## config.mk

```make
export PLATFORM = sky130hd
export DESIGN_NAME = mem_ctrl
export DESIGN_NICKNAME = d
export VERILOG_FILES = /design/src/rtl/mem_ctrl.sv
export SDC_FILE = /design/constraint.sdc
export NUM_CORES = 1
export LEC_CHECK = 0
export BUFFER_PORTS_ARGS = -buffer_cell sky130_fd_sc_hd__buf_2
export CAP_MARGIN = 10
export CORE_UTILIZATION = 60
export CTS_BUF_LIST = sky130_fd_sc_hd__clkbuf_2 sky130_fd_sc_hd__clkbuf_4 sky130_fd_sc_hd__clkbuf_8
export DETAILED_ROUTE_END_ITERATION = 6
export GPL_ROUTABILITY_DRIVEN = 0
export MAX_ROUTING_LAYER = met4
export PLACE_DENSITY = 0.87
export SLEW_MARGIN = 10
export SYNTH_ARGS = -nofsm -noshare
export SYNTH_HDL_FRONTEND = slang
export SYNTH_SLANG_ARGS = --single-unit
export TNS_END_PERCENT = 50
```

## constraint.sdc

```tcl
create_clock -name clk_in -period 5.37 [get_ports clk_in]
set_input_delay 1.074 -clock clk_in [delete_from_list [all_inputs] [get_ports clk_in]]
set_output_delay 1.074 -clock clk_in [all_outputs]
set_load 0.01 [all_outputs]
```

## src/rtl/mem_ctrl.sv

```systemverilog
// mem_ctrl: byte-serial RAM/IO responder for the load/store buffer and instruction fetch
module mem_ctrl #(
    parameter logic [1:0] IO_ADDR_HI = 2'b11,
    parameter int         ADDR_WIDTH = 32
) (
    input  logic                  clk_in,
    input  logic                  rst_in,
    input  logic                  rdy_in,
    input  logic                  clear,
    input  logic                  lsb_req,
    input  logic                  lsb_we,
    input  logic [2:0]            lsb_op,
    input  logic [ADDR_WIDTH-1:0] lsb_addr,
    input  logic [31:0]           lsb_wdata,
    output logic                  lsb_done,
    output logic [31:0]           lsb_rdata,
    input  logic                  if_req,
    input  logic [ADDR_WIDTH-1:0] if_addr,
    output logic                  if_done,
    output logic [31:0]           if_data,
    input  logic [7:0]            mem_din,
    output logic [7:0]            mem_dout,
    output logic [ADDR_WIDTH-1:0] mem_a,
    output logic                  mem_wr,
    input  logic                  io_buffer_full
);
    typedef enum logic [1:0] {IDLE, READ, WRITE} state_t;

    state_t                  state, state_nxt;
    logic [2:0]              k, k1, n, req_op, req_n;
    logic [1:0]              cap;
    logic [ADDR_WIDTH-1:0]   base, req_addr;
    logic [31:0]             wdata, rbuf, rfull, rext;
    logic                    is_if, zext, io, wr_q, accept, stall, rd_last, wr_last;

    // A write byte is only presented to the bus while running and not blocked by a full IO buffer
    assign mem_wr = wr_q && rdy_in && !stall;

    // Request selection, byte-count decode and FSM next state
    always_comb begin
        accept    = (lsb_req || if_req) && !clear;
        req_addr  = lsb_req ? lsb_addr : if_addr;
        req_op    = lsb_req ? lsb_op : 3'b010;
        req_n     = (req_op[1:0] == 2'b00) ? 3'd1 : (req_op[1:0] == 2'b01) ? 3'd2 : 3'd4;
        k1        = k + 3'd1;
        stall     = io && io_buffer_full;
        rd_last   = (state == READ) && (k == n);
        wr_last   = (state == WRITE) && !stall && (k1 == n);
        state_nxt = state;
        case (state)
            IDLE:    state_nxt = accept ? ((lsb_req && lsb_we) ? WRITE : READ) : IDLE;
            READ:    state_nxt = (clear || rd_last) ? IDLE : READ;
            WRITE:   state_nxt = wr_last ? IDLE : WRITE;
            default: state_nxt = IDLE;
        endcase
    end

    // Merge the byte arriving this cycle (offset k-1) and extend to 32 bits
    always_comb begin
        cap   = k[1:0] - 2'd1;
        rfull = rbuf;
        rfull[{cap, 3'b000} +: 8] = mem_din;
        rext  = (n == 3'd1) ? {{24{!zext && rfull[7]}}, rfull[7:0]} :
                (n == 3'd2) ? {{16{!zext && rfull[15]}}, rfull[15:0]} : rfull;
    end

    // FSM state register
    always_ff @(posedge clk_in) begin
        if (!rst_in)
            state <= IDLE;
        else if (rdy_in)
            state <= state_nxt;
    end

    // Transaction datapath: latch request, step addresses, capture bytes, raise done
    always_ff @(posedge clk_in) begin
        if (!rst_in) begin
            k         <= '0;
            n         <= '0;
            base      <= '0;
            wdata     <= '0;
            rbuf      <= '0;
            is_if     <= 1'b0;
            zext      <= 1'b0;
            io        <= 1'b0;
            wr_q      <= 1'b0;
            lsb_done  <= 1'b0;
            if_done   <= 1'b0;
            lsb_rdata <= '0;
            if_data   <= '0;
            mem_dout  <= '0;
            mem_a     <= '0;
        end else if (rdy_in) begin
            lsb_done <= 1'b0;
            if_done  <= 1'b0;
            case (state)
                IDLE: if (accept) begin
                    base     <= req_addr;
                    mem_a    <= req_addr;
                    k        <= '0;
                    n        <= req_n;
                    zext     <= req_op[2];
                    is_if    <= !lsb_req;
                    wdata    <= lsb_wdata;
                    io       <= req_addr[17:16] == IO_ADDR_HI;
                    wr_q     <= lsb_req && lsb_we;
                    mem_dout <= lsb_wdata[7:0];
                end
                READ: if (!clear) begin
                    k <= k1;
                    if (k1 < n)
                        mem_a <= base + ADDR_WIDTH'(k1);
                    if (k != 3'd0)
                        rbuf <= rfull;
                    if (rd_last && is_if) begin
                        if_done <= 1'b1;
                        if_data <= rext;
                    end
                    if (rd_last && !is_if) begin
                        lsb_done  <= 1'b1;
                        lsb_rdata <= rext;
                    end
                end
                WRITE: if (!stall) begin
                    if (wr_last) begin
                        wr_q      <= 1'b0;
                        lsb_done  <= 1'b1;
                        lsb_rdata <= '0;
                    end else begin
                        k        <= k1;
                        mem_a    <= base + ADDR_WIDTH'(k1);
                        mem_dout <= wdata[{k1[1:0], 3'b000} +: 8];
                    end
                end
                default: ;
            endcase
        end
    end
endmodule

```

==> results of run 1 <==
registers in the layout (all words and copies together) (netlist names), 2 cells and up:
register	count
mem_a	32
base	32
n	3
lsb_rdata	32
k	3
rbuf	32
state	2
mem_dout	8
wdata	32
if_data	32
through the flow:
stage	util	hold slack [ps]
after floorplan	-	432
after global placement	0.692	438
after detailed placement	0.692	445
after CTS	0.739	452
after global routing	0.739	474
final	0.739	452
worst max-delay path: cells and delay by family, from the launching register on:
family                   cells  cell delay, ps
buffers and inverters        1             120
adder cells (fa/ha/maj)      2            1220
flip-flops                   1             430
AO/OA/AOI/OAI                3             820
AND/OR/NAND/NOR              2            1120
area by class of cell:
cell class | instances | area (um^2)
Multi-Input combinational cell | 841 | 5330
Sequential cell | 214 | 4280
Inverter | 18 | 70.1
Fill cell | 1215 | 4200
Tap cell | 216 | 270
Antenna cell | 4 | 10.0
Clock buffer | 62 | 753
Timing Repair Buffer | 233 | 1200
per-layer routing:
layer	vias to the layer above	share of wire	wire length [um]
met4	0	0.028	775
met5	-	0	0
li1	4569	-	-
met2	435	0.48	13000
met1	4443	0.42	11400
met3	72	0.077	2100
power breakdown:
part / switching (mW) / leakage, nW / total [mW] / internal (mW)
clock network: 0.634 / 0.404 / 1.51 / 0.875
logic: 0.244 / 2.64 / 0.399 / 0.155
registers: 0.0476 / 1.74 / 1.69 / 1.64
total: 0.926 / 4.78 / 3.60 / 2.67
placed cells by master, fill, tap and decap left out, types with 9 or more instances in the layout:
cell type,Yosys,routed
sky130_fd_sc_hd__xnor2_1,17,17
sky130_fd_sc_hd__dfxtp_1,214,214
sky130_fd_sc_hd__nand3_1,55,55
sky130_fd_sc_hd__o22ai_1,17,17
sky130_fd_sc_hd__a22oi_1,9,9
sky130_fd_sc_hd__o31ai_1,14,14
sky130_fd_sc_hd__nor4_1,9,9
sky130_fd_sc_hd__nand2_1,136,136
sky130_fd_sc_hd__buf_2,16,221
sky130_fd_sc_hd__nand4_1,11,11
sky130_fd_sc_hd__clkbuf_8,0,46
sky130_fd_sc_hd__a31oi_1,12,11
sky130_fd_sc_hd__a22o_1,17,17
sky130_fd_sc_hd__nor2b_1,22,21
sky130_fd_sc_hd__a21oi_1,106,105
sky130_fd_sc_hd__o2bb2ai_1,16,16
sky130_fd_sc_hd__o21ai_0,26,26
sky130_fd_sc_hd__buf_4,1,12
sky130_fd_sc_hd__inv_1,18,17
sky130_fd_sc_hd__o211ai_1,11,11
sky130_fd_sc_hd__nor3_1,17,17
sky130_fd_sc_hd__nand2b_1,16,16
sky130_fd_sc_hd__ha_1,16,16
sky130_fd_sc_hd__clkbuf_4,0,16
sky130_fd_sc_hd__and2_1,16,16
sky130_fd_sc_hd__mux2i_1,47,47
sky130_fd_sc_hd__nor2_1,99,99
sky130_fd_sc_hd__a211oi_1,57,57
worst max path at each step:
stage / startpoint / to / slack (ps) / cells after the start
2_1_floorplan: k[0] / mem_a[24] / 1920 / 12
3_3_place_gp: k[1] / mem_a[29] / 1650 / 8
3_5_place_dp: k[1] / mem_a[29] / 1550 / 8
4_1_cts: k[1] / mem_a[29] / 1540 / 8
5_1_grt: k[1] / mem_a[17] / 1260 / 9
6_report: k[1] / mem_a[29] / 1540 / 8
kinds of logic after synthesis:
kind of cell	after synthesis
fa+ha+maj	17
compound gates	329
simple gates	409
xor+xnor	25
mux	61
buf+inv	109
flops	214
==> out/qor.txt, run 1 <==
============================================================================================
Outcome                                                                         finished, violations left
Failing checks                                                                           DRC
Post-Synth Adder-Cell Area                                                            0.0219
Met3 usage                                                                            0.0548
Relative max-transition margin                                                         0.263
Yosys warning total                                                                        0
Sequential area share after synthesis                                                  0.427
Terminus of the critical flop-to-flop path                                         mem_a[29]
Met2 layer usage reported by global route                                              0.516
Reg-to-Reg Start                                                                        k[1]
Most crowded layer after global routing                                                 met2
Combinational family with the most area after synthesis                         compound AO/OA/AOI/OAI gates
Quantity of gates resized following cts                                                    0
Maximum Capacitance Violations                                                             0
I/O pin count                                                                            222
Startpoint of the most critical hold path                                           mem_a[8]
Die area                                                                         17,300 um^2
Setup repair after global routing missed its margin                                    false
Reg clk slew, reported paths                                                           60 ps
Critical path's most frequent cell                                              sky130_fd_sc_hd__ha_1
Final Net Count                                                                        1,476
Setup ws final                                                                       1540 ps
Register-to-register setup slack                                                     1540 ps
Final cell area excluding filler cells                                           11,900 um^2
TritonCTS Buffers                                                                         36
Ratio of total power to cell area                                                302 nW/um^2
Final number of max-transition violations                                                  0
Largest net degree at the start of global routing                                         91
Floorplan Core Area                                                              16,100 um^2
Worst Hold Path EP                                                                  mem_a[8]
Site Rows                                                                                 46
Synth async-reset ratio                                                                    0
Worst setup path class                                                            reg -> reg
Startpoint type of the worst setup path                                                 flop
Max frequency                                                                        261 MHz
Mapped Avg Cell Area                                                               8.63 um^2
Port-buffer cells                                                                        221
Total Power                                                                          3.60 mW
Routed via count                                                                       9,519
Number of hold buffers added after cts                                                     0
Flip-flop and latch count after synthesis                                                214
Sequence of cells on the critical path                                          inv_1 > ha_1 > ha_1 > a32o_1 > a22o_1 > or3_1 > and2_0 > o31a_1
Most instantiated cells after synthesis                                         sky130_fd_sc_hd__dfxtp_1, sky130_fd_sc_hd__nand2_1, sky130_fd_sc_hd__a21oi_1, sky130_fd_sc_hd__nor2_1, sky130_fd_sc_hd__clkbuf_1
Mapped Area                                                                      10,000 um^2
Standard cell with the maximum stage delay on the critical path                 sky130_fd_sc_hd__ha_1
Basic-gate share of the synthesized area counting and, or, nand and nor cells          0.193
Portion of netlist area occupied by mux cells                                         0.0715
Routed WL per cell                                                                   17.2 um
CTS tree                                                                               built
Post-placement worst setup slack                                                     1550 ps
Final count of hold timing violations                                                      0
Xor-xnor portion of the synthesized cell area                                         0.0218
Depth of the worst register-to-register path                                               8
Class of the worst hold path                                                      reg -> reg
Overflow left after global routing                                                         0
Die H                                                                                 131 um
Post-Route WL                                                                      27,300 um
Leading area contributor after synthesis                                        sky130_fd_sc_hd__dfxtp_1
Maximum cell stage delay along the critical path                                      820 ps
Root Buffer Master                                                              sky130_fd_sc_hd__clkbuf_8
Area growth syn-to-layout                                                              18.6%
CTS HTree Levels                                                                           2
Finish-stage setup viols                                                                   0
Worst-margin pin slew                                                                1100 ps
Number of unique standard cell types used by synthesis                                    68
Maximum buffer depth of the clock tree                                                     3
Largest fanout on the critical path                                                       30
Post-layout minimum cycle time                                                       3830 ps
Residual DRC                                                                               1
Share of cells above drive strength 1                                                  0.244
Number of flops mapped to enable cells by yosys                                            0
Global-route wire length before repair                                             44,400 um
Global-route met1 utilization                                                          0.397
Required time of the worst setup path                                                5780 ps
Half-perimeter wire length after detailed placement                                18,300 um
Syn_nets                                                                               1,296
Clock latency reported for the late side of the worst-skew pair                       520 ps
Largest vdd supply drop                                                           0.000193 V
Setup TNS                                                                               0 ps
Arrival time at the worst endpoint                                                   4240 ps
Endpoint kind of the worst setup timing path                                            flop
Post-route fraction of the period consumed by the critical path                        0.714
Leading cell type by number of instances after synthesis                        sky130_fd_sc_hd__dfxtp_1
Layout Cells excl Fill                                                                 1,588
Number of antenna violations at the first check in global routing                          3
Horizontal die dimension                                                              131 um
Avg Vias per Cell                                                                       5.99
Commonest register cell after synthesis                                         sky130_fd_sc_hd__dfxtp_1
Leading cell types by total area after synthesis                                sky130_fd_sc_hd__dfxtp_1, sky130_fd_sc_hd__a21oi_1, sky130_fd_sc_hd__nand2_1
Post-DRT Antenna Nets                                                                      0
Worst hold stages                                                                          2
Instance count after placement with tap cells included                                 1,522
Number of design-rule violations left by the first detailed-router iteration             799
Gate count after technology mapping                                                    1,164
Leakage power total                                                                  4.78 nW
Clk sinks                                                                                214
Vias in the first global route                                                         9,081
Setup bufs post-CTS                                                                        0
Number of optimization iterations in the first detailed-route pass                         7
Share of Yosys cell area claimed by the top area cell type                             0.427
Compound-gate portion of the synthesized area                                          0.221
Initial cell density of the core                                                       0.623
Overall fraction of global-route tracks in use                                         0.319
Final worst clock skew                                                               26.2 ps
Instance area after placement                                                    11,100 um^2
============================================================================================
Power figures use the tool's default switching activity.
==> inputs of run 2 (changes only) <==
--- a/config.mk
+++ b/config.mk
@@ -7,12 +7,12 @@
 export LEC_CHECK = 0
 export BUFFER_PORTS_ARGS = -buffer_cell sky130_fd_sc_hd__buf_2
 export CAP_MARGIN = 10
-export CORE_UTILIZATION = 60
+export CORE_UTILIZATION = 51
 export CTS_BUF_LIST = sky130_fd_sc_hd__clkbuf_2 sky130_fd_sc_hd__clkbuf_4 sky130_fd_sc_hd__clkbuf_8
 export DETAILED_ROUTE_END_ITERATION = 6
 export GPL_ROUTABILITY_DRIVEN = 0
 export MAX_ROUTING_LAYER = met4
-export PLACE_DENSITY = 0.87
+export PLACE_DENSITY = 0.79
 export SLEW_MARGIN = 10
 export SYNTH_ARGS = -nofsm -noshare
 export SYNTH_HDL_FRONTEND = slang
==> constraint.sdc (replaced) <==
create_clock -name clk_in -period 3.5 [get_ports clk_in]
set_input_delay 0.7 -clock clk_in [delete_from_list [all_inputs] [get_ports clk_in]]
set_output_delay 0.7 -clock clk_in [all_outputs]
set_load 0.01 [all_outputs]
==> run 2 against run 1 <==
  * The run now ends clean
  * Count of clock-buffer cells in the layout is 9 lower
  * Highest routed layer unchanged
  * Via count is essentially flat
  * Combinational power is 58% higher
  * Fmax is 27% higher
  * Total power grew 53%
  * Non-clock buffer count is 14 higher
  * Cell count up 3.6%
  * Clock power increased by 50%
==> out/qor.txt, run 2 (same netlist as run 1, synthesis figures left out) <==
===========================================================================================
Initial cell density of the core                                                      0.528   -0.0951
Vias in the first global route                                                        8,902   -2.0%
Post-layout minimum cycle time                                                      3020 ps   -815 ps
CP startpoint                                                                          k[1]
Global-route wire length before repair                                            44,300 um   -0.22%
Post-placement worst setup slack                                                     512 ps   -1040 ps
Final number of max-transition violations                                                 0   unchanged
Routed WL per cell                                                                  16.8 um   -2.5%
Util after Layout                                                                     0.635   -0.105
Instance area after placement                                                   11,300 um^2   +1.7%
Clk sinks                                                                               214   unchanged
Setup bufs post-CTS                                                                       0   unchanged
Startpoint type of the worst setup path                                                flop
Switching portion of total power                                                      0.261   +0.00357
Stages on the worst setup path                                                            9   +1
Worst setup path class                                                           reg -> reg
Share of cells above drive strength 1                                                 0.251   +0.00693
Largest vdd supply drop                                                          0.000359 V   +86%
Final count of hold timing violations                                                     0   unchanged
Leakage power total                                                                 4.85 nW   +1.4%
Terminus of the critical flop-to-flop path                                        mem_a[10]
Largest fanout on the critical path                                                      11   -63%
Critical path capture point                                                       mem_a[10]
Final Net Count                                                                       1,491   +1.0%
Reg clk slew, reported paths                                                          60 ps   about the same
Total Power                                                                         5.49 mW   +53%
Maximum cell stage delay along the critical path                                     540 ps   -280 ps
Combined buffer and inverter count along the critical path                                2   +1
Post-Route WL                                                                     27,600 um   +1.0%
Area growth syn-to-layout                                                             20.2%
Top library cells by usage in the layout, fill and taps aside                  sky130_fd_sc_hd__buf_2, sky130_fd_sc_hd__dfxtp_1, sky130_fd_sc_hd__nand2_1
Port-buffer cells                                                                       221   unchanged
Combinational share of power                                                          0.115   +0.004
Horizontal die dimension                                                             142 um   +8.3%
I/O pin count                                                                           222   unchanged
Critical path's most frequent cell                                             sky130_fd_sc_hd__ha_1
Setup repair after global routing missed its margin                                   false
Quantity of gates resized following cts                                                   0   unchanged
Arrival time at the worst endpoint                                                  3460 ps   -780 ps
Portion of total power attributed to the clock network                                0.413   -0.006
CTS HTree Levels                                                                          2   unchanged
Post-route fraction of the period consumed by the critical path                       0.862   +0.148
Reg-to-Reg Start                                                                       k[1]
Outcome                                                                           completed
Most common library cell in the layout ignoring fill and taps                  sky130_fd_sc_hd__buf_2
CP top delay family                                                            compound AO/OA/AOI/OAI gates
Root Buffer Master                                                             sky130_fd_sc_hd__clkbuf_8
Ratio of total power to cell area                                               455 nW/um^2   +51%
Overflow left after global routing                                                        0   unchanged
Number of antenna violations at the first check in global routing                         3   unchanged
Sequential share of power                                                             0.472   +0.002
Residual DRC                                                                              0   -1
Internal Power                                                                      4.06 mW   +52%
Die area                                                                        20,300 um^2   +17%
Post-DRT Antenna Nets                                                                     0   unchanged
Number of hold buffers added after cts                                                    0   unchanged
Register-to-register setup slack                                                     480 ps   -1050 ps
Avg Vias per Cell                                                                      5.79   -3.4%
Overall fraction of global-route tracks in use                                        0.280   -0.0396
Depth of the worst register-to-register path                                              9   +1
Floorplan Core Area                                                             19,000 um^2   +18%
Sequence of cells on the critical path                                         inv_1 > ha_1 > ha_1 > a32o_1 > a22o_1 > or3_1 > buf_4 > a211o_1 > a21oi_1
Required time of the worst setup path                                               3940 ps   -1840 ps
Setup TNS                                                                              0 ps   unchanged
Routed via count                                                                      9,524   +0.053%
Largest net degree at the start of global routing                                        68   -25%
Maximum Capacitance Violations                                                            0   unchanged
CTS tree                                                                              built
Sw power                                                                            1.43 mW   +55%
Endpoint kind of the worst setup timing path                                           flop
Relative max-transition margin                                                        0.367   +0.104
Die H                                                                                142 um   +8.3%
Standard cell with the maximum stage delay on the critical path                sky130_fd_sc_hd__or3_1
Number of optimization iterations in the first detailed-route pass                        5   -2
Worst Hold Slack                                                                     424 ps   -27.8 ps
Final worst clock skew                                                              17.4 ps   -8.77 ps
Finish-stage setup viols                                                                  0   unchanged
Layout Cells excl Fill                                                                1,645   +3.6%
Final cell area excluding filler cells                                          12,100 um^2   +1.3%
Worst-margin pin slew                                                                946 ps   -157 ps
Instance count after placement with tap cells included                                1,580   +3.8%
Half-perimeter wire length after detailed placement                               19,100 um   +4.5%
Max frequency                                                                       331 MHz   +27%
Class of the worst hold path                                                      in -> reg
Maximum buffer depth of the clock tree                                                    3   unchanged
Number of design-rule violations left by the first detailed-router iteration            686   -14%
Setup ws final                                                                       482 ps   -1050 ps
Site Rows                                                                                50   +8.7%
TritonCTS Buffers                                                                        37   +2.8%
Clock latency reported for the late side of the worst-skew pair                      520 ps   about the same
===========================================================================================
[run 2: cell types whose count changed in the layout (fill, tap and decap cells not counted), sizes merged]
cell / change
buf: +14
bufinv: +1
clkbuf: -9
clkinv: +7
clkinvlp: +1
diode: -1
[run 2: worst min-delay path: stages]
cell	delay (ps)
sky130_fd_sc_hd__buf_2	90
sky130_fd_sc_hd__nand2_1	50
sky130_fd_sc_hd__a21oi_1	50
[run 2: cell type report]
class | instances | area [um^2]
inverter | 18 | 70.1
clock inverter | 9 | 72.6
multi-input combinational | 841 | 5330
clock buffer | 53 | 661
sequential | 214 | 4280
antenna | 3 | 7.51
fill | 1682 | 6940
timing repair buffer | 247 | 1330
tap | 260 | 325
[run 2: worst min-delay path by stage]
| stage | startpoint | endpoint | slack [ps] | cells after the start |
|---|---|---|---|---|
| final | lsb_wdata[22] | wdata[22] | 420 | 3 |
| after detailed placement | rbuf[27] | rbuf[27] | 440 | 2 |
| after global placement | mem_a[0] | mem_a[0] | 440 | 2 |
| after global routing | lsb_wdata[30] | wdata[30] | 400 | 3 |
| after floorplan | rbuf[24] | rbuf[24] | 430 | 2 |
| after CTS | lsb_wdata[30] | wdata[30] | 400 | 3 |
[run 2: power groups by stage]
stage          clock, mW  combinational (mW)  sequential [mW]
2_1_floorplan          0               0.376             2.65
3_3_place_gp           0               0.610             2.64
3_5_place_dp           0               0.623             2.64
4_1_cts             2.31               0.626             2.59
5_1_grt             2.42               0.688             2.60
6_report            2.27               0.630             2.59
[run 2: routing by layer]
metal  vias to the layer above  share of wire  global-route usage
li1                       4611              -                   -
met1                      4466           0.43               0.359
met2                       386           0.47               0.438
met3                        61          0.076              0.0528
met4                         0          0.026               0.103
met5                         -              0                   -
==> inputs of run 3 (changes only) <==
--- a/config.mk
+++ b/config.mk
@@ -5,14 +5,16 @@
 export SDC_FILE = /design/constraint.sdc
 export NUM_CORES = 1
 export LEC_CHECK = 0
+export ABC_AREA = 1
 export BUFFER_PORTS_ARGS = -buffer_cell sky130_fd_sc_hd__buf_2
 export CAP_MARGIN = 10
+export CORE_MARGIN = 2
 export CORE_UTILIZATION = 51
 export CTS_BUF_LIST = sky130_fd_sc_hd__clkbuf_2 sky130_fd_sc_hd__clkbuf_4 sky130_fd_sc_hd__clkbuf_8
 export DETAILED_ROUTE_END_ITERATION = 6
 export GPL_ROUTABILITY_DRIVEN = 0
 export MAX_ROUTING_LAYER = met4
-export PLACE_DENSITY = 0.79
+export PLACE_DENSITY = 0.78
 export SLEW_MARGIN = 10
 export SYNTH_ARGS = -nofsm -noshare
 export SYNTH_HDL_FRONTEND = slang
==> run 3 against run 2 <==
  * Final area up 3.5%
  * Clock skew up 9.1 ps
  * Global-route usage up 0.87 points
  * Core utilization down 1.7 points
  * Fmax up 2.3%
  * Count of clock-buffer cells in the layout up 5
  * Via count up 16%
  * Sequential share of layout area down 1.2 points
  * Synthesized cell count up 34%
  * Combinational power up 23%
  * Synthesized area up 4.8%
  * Critical endpoint is now lsb_rdata[15]
==> out/qor.txt, run 3 <==
===========================================================================================
Endpoint kind of the worst setup timing path                                           flop
Final Net Count                                                                       1,881   +26%
Overall fraction of global-route tracks in use                                        0.289   +0.00874
Largest net degree at the start of global routing                                        86   +26%
Gate count after technology mapping                                                   1,559   +34%
Sequential share of power                                                             0.461   -0.011
Largest fanout on the critical path                                                      24   +13
Worst setup path class                                                           reg -> reg
Sequential area share after synthesis                                                 0.407   -0.0195
Class of the worst hold path                                                     reg -> reg
Register-to-register setup slack                                                     550 ps   +70 ps
Startpoint type of the worst setup path                                                flop
Portion of total power attributed to the clock network                                0.403   -0.010
Final count of hold timing violations                                                     0   unchanged
Terminus of the critical flop-to-flop path                                     lsb_rdata[15]
Most instantiated cells after synthesis                                        sky130_fd_sc_hd__nand2_1, sky130_fd_sc_hd__dfxtp_1, sky130_fd_sc_hd__a21oi_1, sky130_fd_sc_hd__o21ai_0, sky130_fd_sc_hd__nor2_1
Avg Vias per Cell                                                                      5.39   -7.0%
Horizontal die dimension                                                             148 um   +3.7%
Global-route wire length before repair                                            50,200 um   +13%
Vias in the first global route                                                       10,300   +15%
Setup bufs post-CTS                                                                       0   unchanged
Number of flops mapped to enable cells by yosys                                           0   unchanged
Maximum buffer depth of the clock tree                                                    3   unchanged
Worst Hold Slack                                                                     449 ps   +24.7 ps
Share of Yosys cell area claimed by the top area cell type                            0.407   -0.0195
Routed via count                                                                     11,000   +16%
Final number of max-transition violations                                                 0   unchanged
Routed WL per cell                                                                  15.3 um   -9.2%
Total Power                                                                         5.67 mW   +3.3%
Half-perimeter wire length after detailed placement                               22,000 um   +15%
Reg-to-Reg Start                                                                       k[0]
Max frequency                                                                       339 MHz   +2.3%
Outcome                                                                           completed
Root Buffer Master                                                             sky130_fd_sc_hd__clkbuf_8
Floorplan Core Area                                                             20,200 um^2   +6.4%
Residual DRC                                                                              0   unchanged
Area growth syn-to-layout                                                             18.8%
Overflow left after global routing                                                        0   unchanged
Instance count after placement with tap cells included                                1,980   +25%
Required time of the worst setup path                                               3940 ps   about the same
Quantity of gates resized following cts                                                   0   unchanged
Setup repair after global routing missed its margin                                   false
Depth of the worst register-to-register path                                              8   -1
Largest vdd supply drop                                                          0.000281 V   -22%
Number of hold buffers added after cts                                                    0   unchanged
I/O pin count                                                                           222   unchanged
TritonCTS Buffers                                                                        37   unchanged
Synth async-reset ratio                                                                   0   unchanged
Internal Power                                                                      4.10 mW   +0.97%
Number of design-rule violations left by the first detailed-router iteration            994   +45%
Site Rows                                                                                52   +4.0%
Syn_nets                                                                              1,691   +30%
Relative max-transition margin                                                        0.383   +0.0162
Yosys warning total                                                                       0   unchanged
CTS HTree Levels                                                                          2   unchanged
Arrival time at the worst endpoint                                                  3390 ps   -70 ps
Commonest register cell after synthesis                                        sky130_fd_sc_hd__dfxtp_1
Initial cell density of the core                                                      0.520   -0.00800
Share of cells above drive strength 1                                                 0.178   -0.0728
Mapped Area                                                                     10,500 um^2   +4.8%
Leading cell types by total area after synthesis                               sky130_fd_sc_hd__dfxtp_1, sky130_fd_sc_hd__nand2_1, sky130_fd_sc_hd__a21oi_1
Clock latency reported for the late side of the worst-skew pair                      530 ps   about the same
Finish-stage setup viols                                                                  0   unchanged
CTS tree                                                                              built
Switching portion of total power                                                      0.277   +0.0167
Leakage power total                                                                 5.83 nW   +20%
Most common library cell in the layout ignoring fill and taps                  sky130_fd_sc_hd__nand2_1
Ratio of total power to cell area                                               454 nW/um^2   -0.20%
Layout Cells excl Fill                                                                2,044   +24%
Post-Route WL                                                                     31,200 um   +13%
Post-route fraction of the period consumed by the critical path                       0.843   -0.0193
Combinational share of power                                                          0.137   +0.022
Die area                                                                        21,800 um^2   +7.6%
Number of optimization iterations in the first detailed-route pass                        5   unchanged
Port-buffer cells                                                                       221   unchanged
Flip-flop and latch count after synthesis                                               214   unchanged
Number of unique standard cell types used by synthesis                                   36   -47%
Leading cell type by number of instances after synthesis                       sky130_fd_sc_hd__nand2_1
Setup TNS                                                                              0 ps   unchanged
Maximum Capacitance Violations                                                            0   unchanged
Critical path capture point                                                    lsb_rdata[15]
Reg clk slew, reported paths                                                          60 ps   about the same
Mapped Avg Cell Area                                                              6.75 um^2   -22%
Post-layout minimum cycle time                                                      2950 ps   -67.5 ps
Sw power                                                                            1.57 mW   +9.9%
Die H                                                                                148 um   +3.7%
Final worst clock skew                                                              26.5 ps   +9.10 ps
Clk sinks                                                                               214   unchanged
Worst-margin pin slew                                                                923 ps   -22.4 ps
Leading area contributor after synthesis                                       sky130_fd_sc_hd__dfxtp_1
CP startpoint                                                                          k[0]
Number of antenna violations at the first check in global routing                         2   -1
Top library cells by usage in the layout, fill and taps aside                  sky130_fd_sc_hd__nand2_1, sky130_fd_sc_hd__buf_2, sky130_fd_sc_hd__dfxtp_1
Post-DRT Antenna Nets                                                                     0   unchanged
===========================================================================================
==> run 3: cell types whose count changed after synthesis, moves of 15 or more <==
| cell | delta |
|---|---|
| sky130_fd_sc_hd__nand2_1 | +267 |
| sky130_fd_sc_hd__nor3_1 | -15 |
| sky130_fd_sc_hd__o2bb2ai_1 | -16 |
| sky130_fd_sc_hd__inv_1 | +130 |
| sky130_fd_sc_hd__nor2b_1 | -22 |
| sky130_fd_sc_hd__a21oi_1 | +63 |
| sky130_fd_sc_hd__a211oi_1 | -42 |
| sky130_fd_sc_hd__nand2b_1 | -16 |
| sky130_fd_sc_hd__o21ai_0 | +141 |
| sky130_fd_sc_hd__and2_1 | -16 |
| sky130_fd_sc_hd__xnor2_1 | -16 |
| sky130_fd_sc_hd__a22o_1 | -17 |
| sky130_fd_sc_hd__mux2i_1 | -29 |
| sky130_fd_sc_hd__nor2_1 | +61 |
==> run 3: logic make-up (layout without fill, tap and decap cells) <==
logic type / Yosys count / in the layout / synth area share
muxes: 18 / 18 / 0.0171
AOI/OAI and AO/OA: 412 / 412 / 0.211
buffers and inverters: 243 / 456 / 0.0907
xor gates and xnor gates: 13 / 13 / 0.0108
adders and majority gates: 17 / 17 / 0.0209
DFF: 214 / 214 / 0.407
and+or+nand+nor: 642 / 642 / 0.243
other: 0 / 2 / 0
==> run 3: layer usage <==
| layer | global-route usage | part of all wire | vias to the layer above |
|---|---|---|---|
| met3 | 0.0512 | 0.077 | 97 |
| met2 | 0.468 | 0.46 | 448 |
| met5 | - | 0 | - |
| met4 | 0.124 | 0.039 | 0 |
| met1 | 0.355 | 0.42 | 5000 |
| li1 | - | - | 5464 |
==> run 3: power by group through the flow <==
stage | Sequential (mW) | Combinational [mW] | Clock (mW)
6_report | 2.61 | 0.775 | 2.28
5_1_grt | 2.62 | 0.864 | 2.43
4_1_cts | 2.61 | 0.768 | 2.32
3_5_place_dp | 2.66 | 0.764 | 0
3_3_place_gp | 2.66 | 0.749 | 0
2_1_floorplan | 2.66 | 0.482 | 0
==> run 3: layout make-up <==
type | count | area, um^2
Multi-Input combinational cell | 1102 | 5300
Antenna cell | 2 | 5.00
Timing Repair Buffer | 238 | 1250
Fill cell | 1864 | 7730
Tap cell | 270 | 338
Sequential cell | 214 | 4280
Clock inverter | 4 | 22.5
Inverter | 156 | 586
Clock buffer | 58 | 717
==> run 3: through the flow <==
| stage | util | cell area [um^2] | setup slack, ps |
|---|---|---|---|
| after floorplan | - | 10500 | 591 |
| after global placement | 0.581 | 11800 | 723 |
| after detailed placement | 0.581 | 11800 | 573 |
| after CTS | 0.617 | 12500 | 558 |
| after global routing | 0.618 | 12500 | 226 |
| final | 0.618 | 12500 | 549 |
==> run 3: worst min-delay path by stage <==
stage	start	to	slack, ps	cells past startpoint
2_1_floorplan	wdata[15]	wdata[15]	420	2
3_3_place_gp	wdata[15]	wdata[15]	430	2
3_5_place_dp	wdata[15]	wdata[15]	440	2
4_1_cts	lsb_op[2]	zext	420	3
5_1_grt	lsb_op[2]	zext	450	3
6_report	wdata[15]	wdata[15]	450	2
==> run 3: critical path: stages (launching register included) <==
cell                      delay [ps]
sky130_fd_sc_hd__dfxtp_1         520
sky130_fd_sc_hd__inv_1           110
sky130_fd_sc_hd__ha_1            510
sky130_fd_sc_hd__nand4_1         320
sky130_fd_sc_hd__o21ai_1         300
sky130_fd_sc_hd__nand2_1         590
sky130_fd_sc_hd__nand2_1         310
sky130_fd_sc_hd__nand2_1          90
sky130_fd_sc_hd__a21oi_1         120
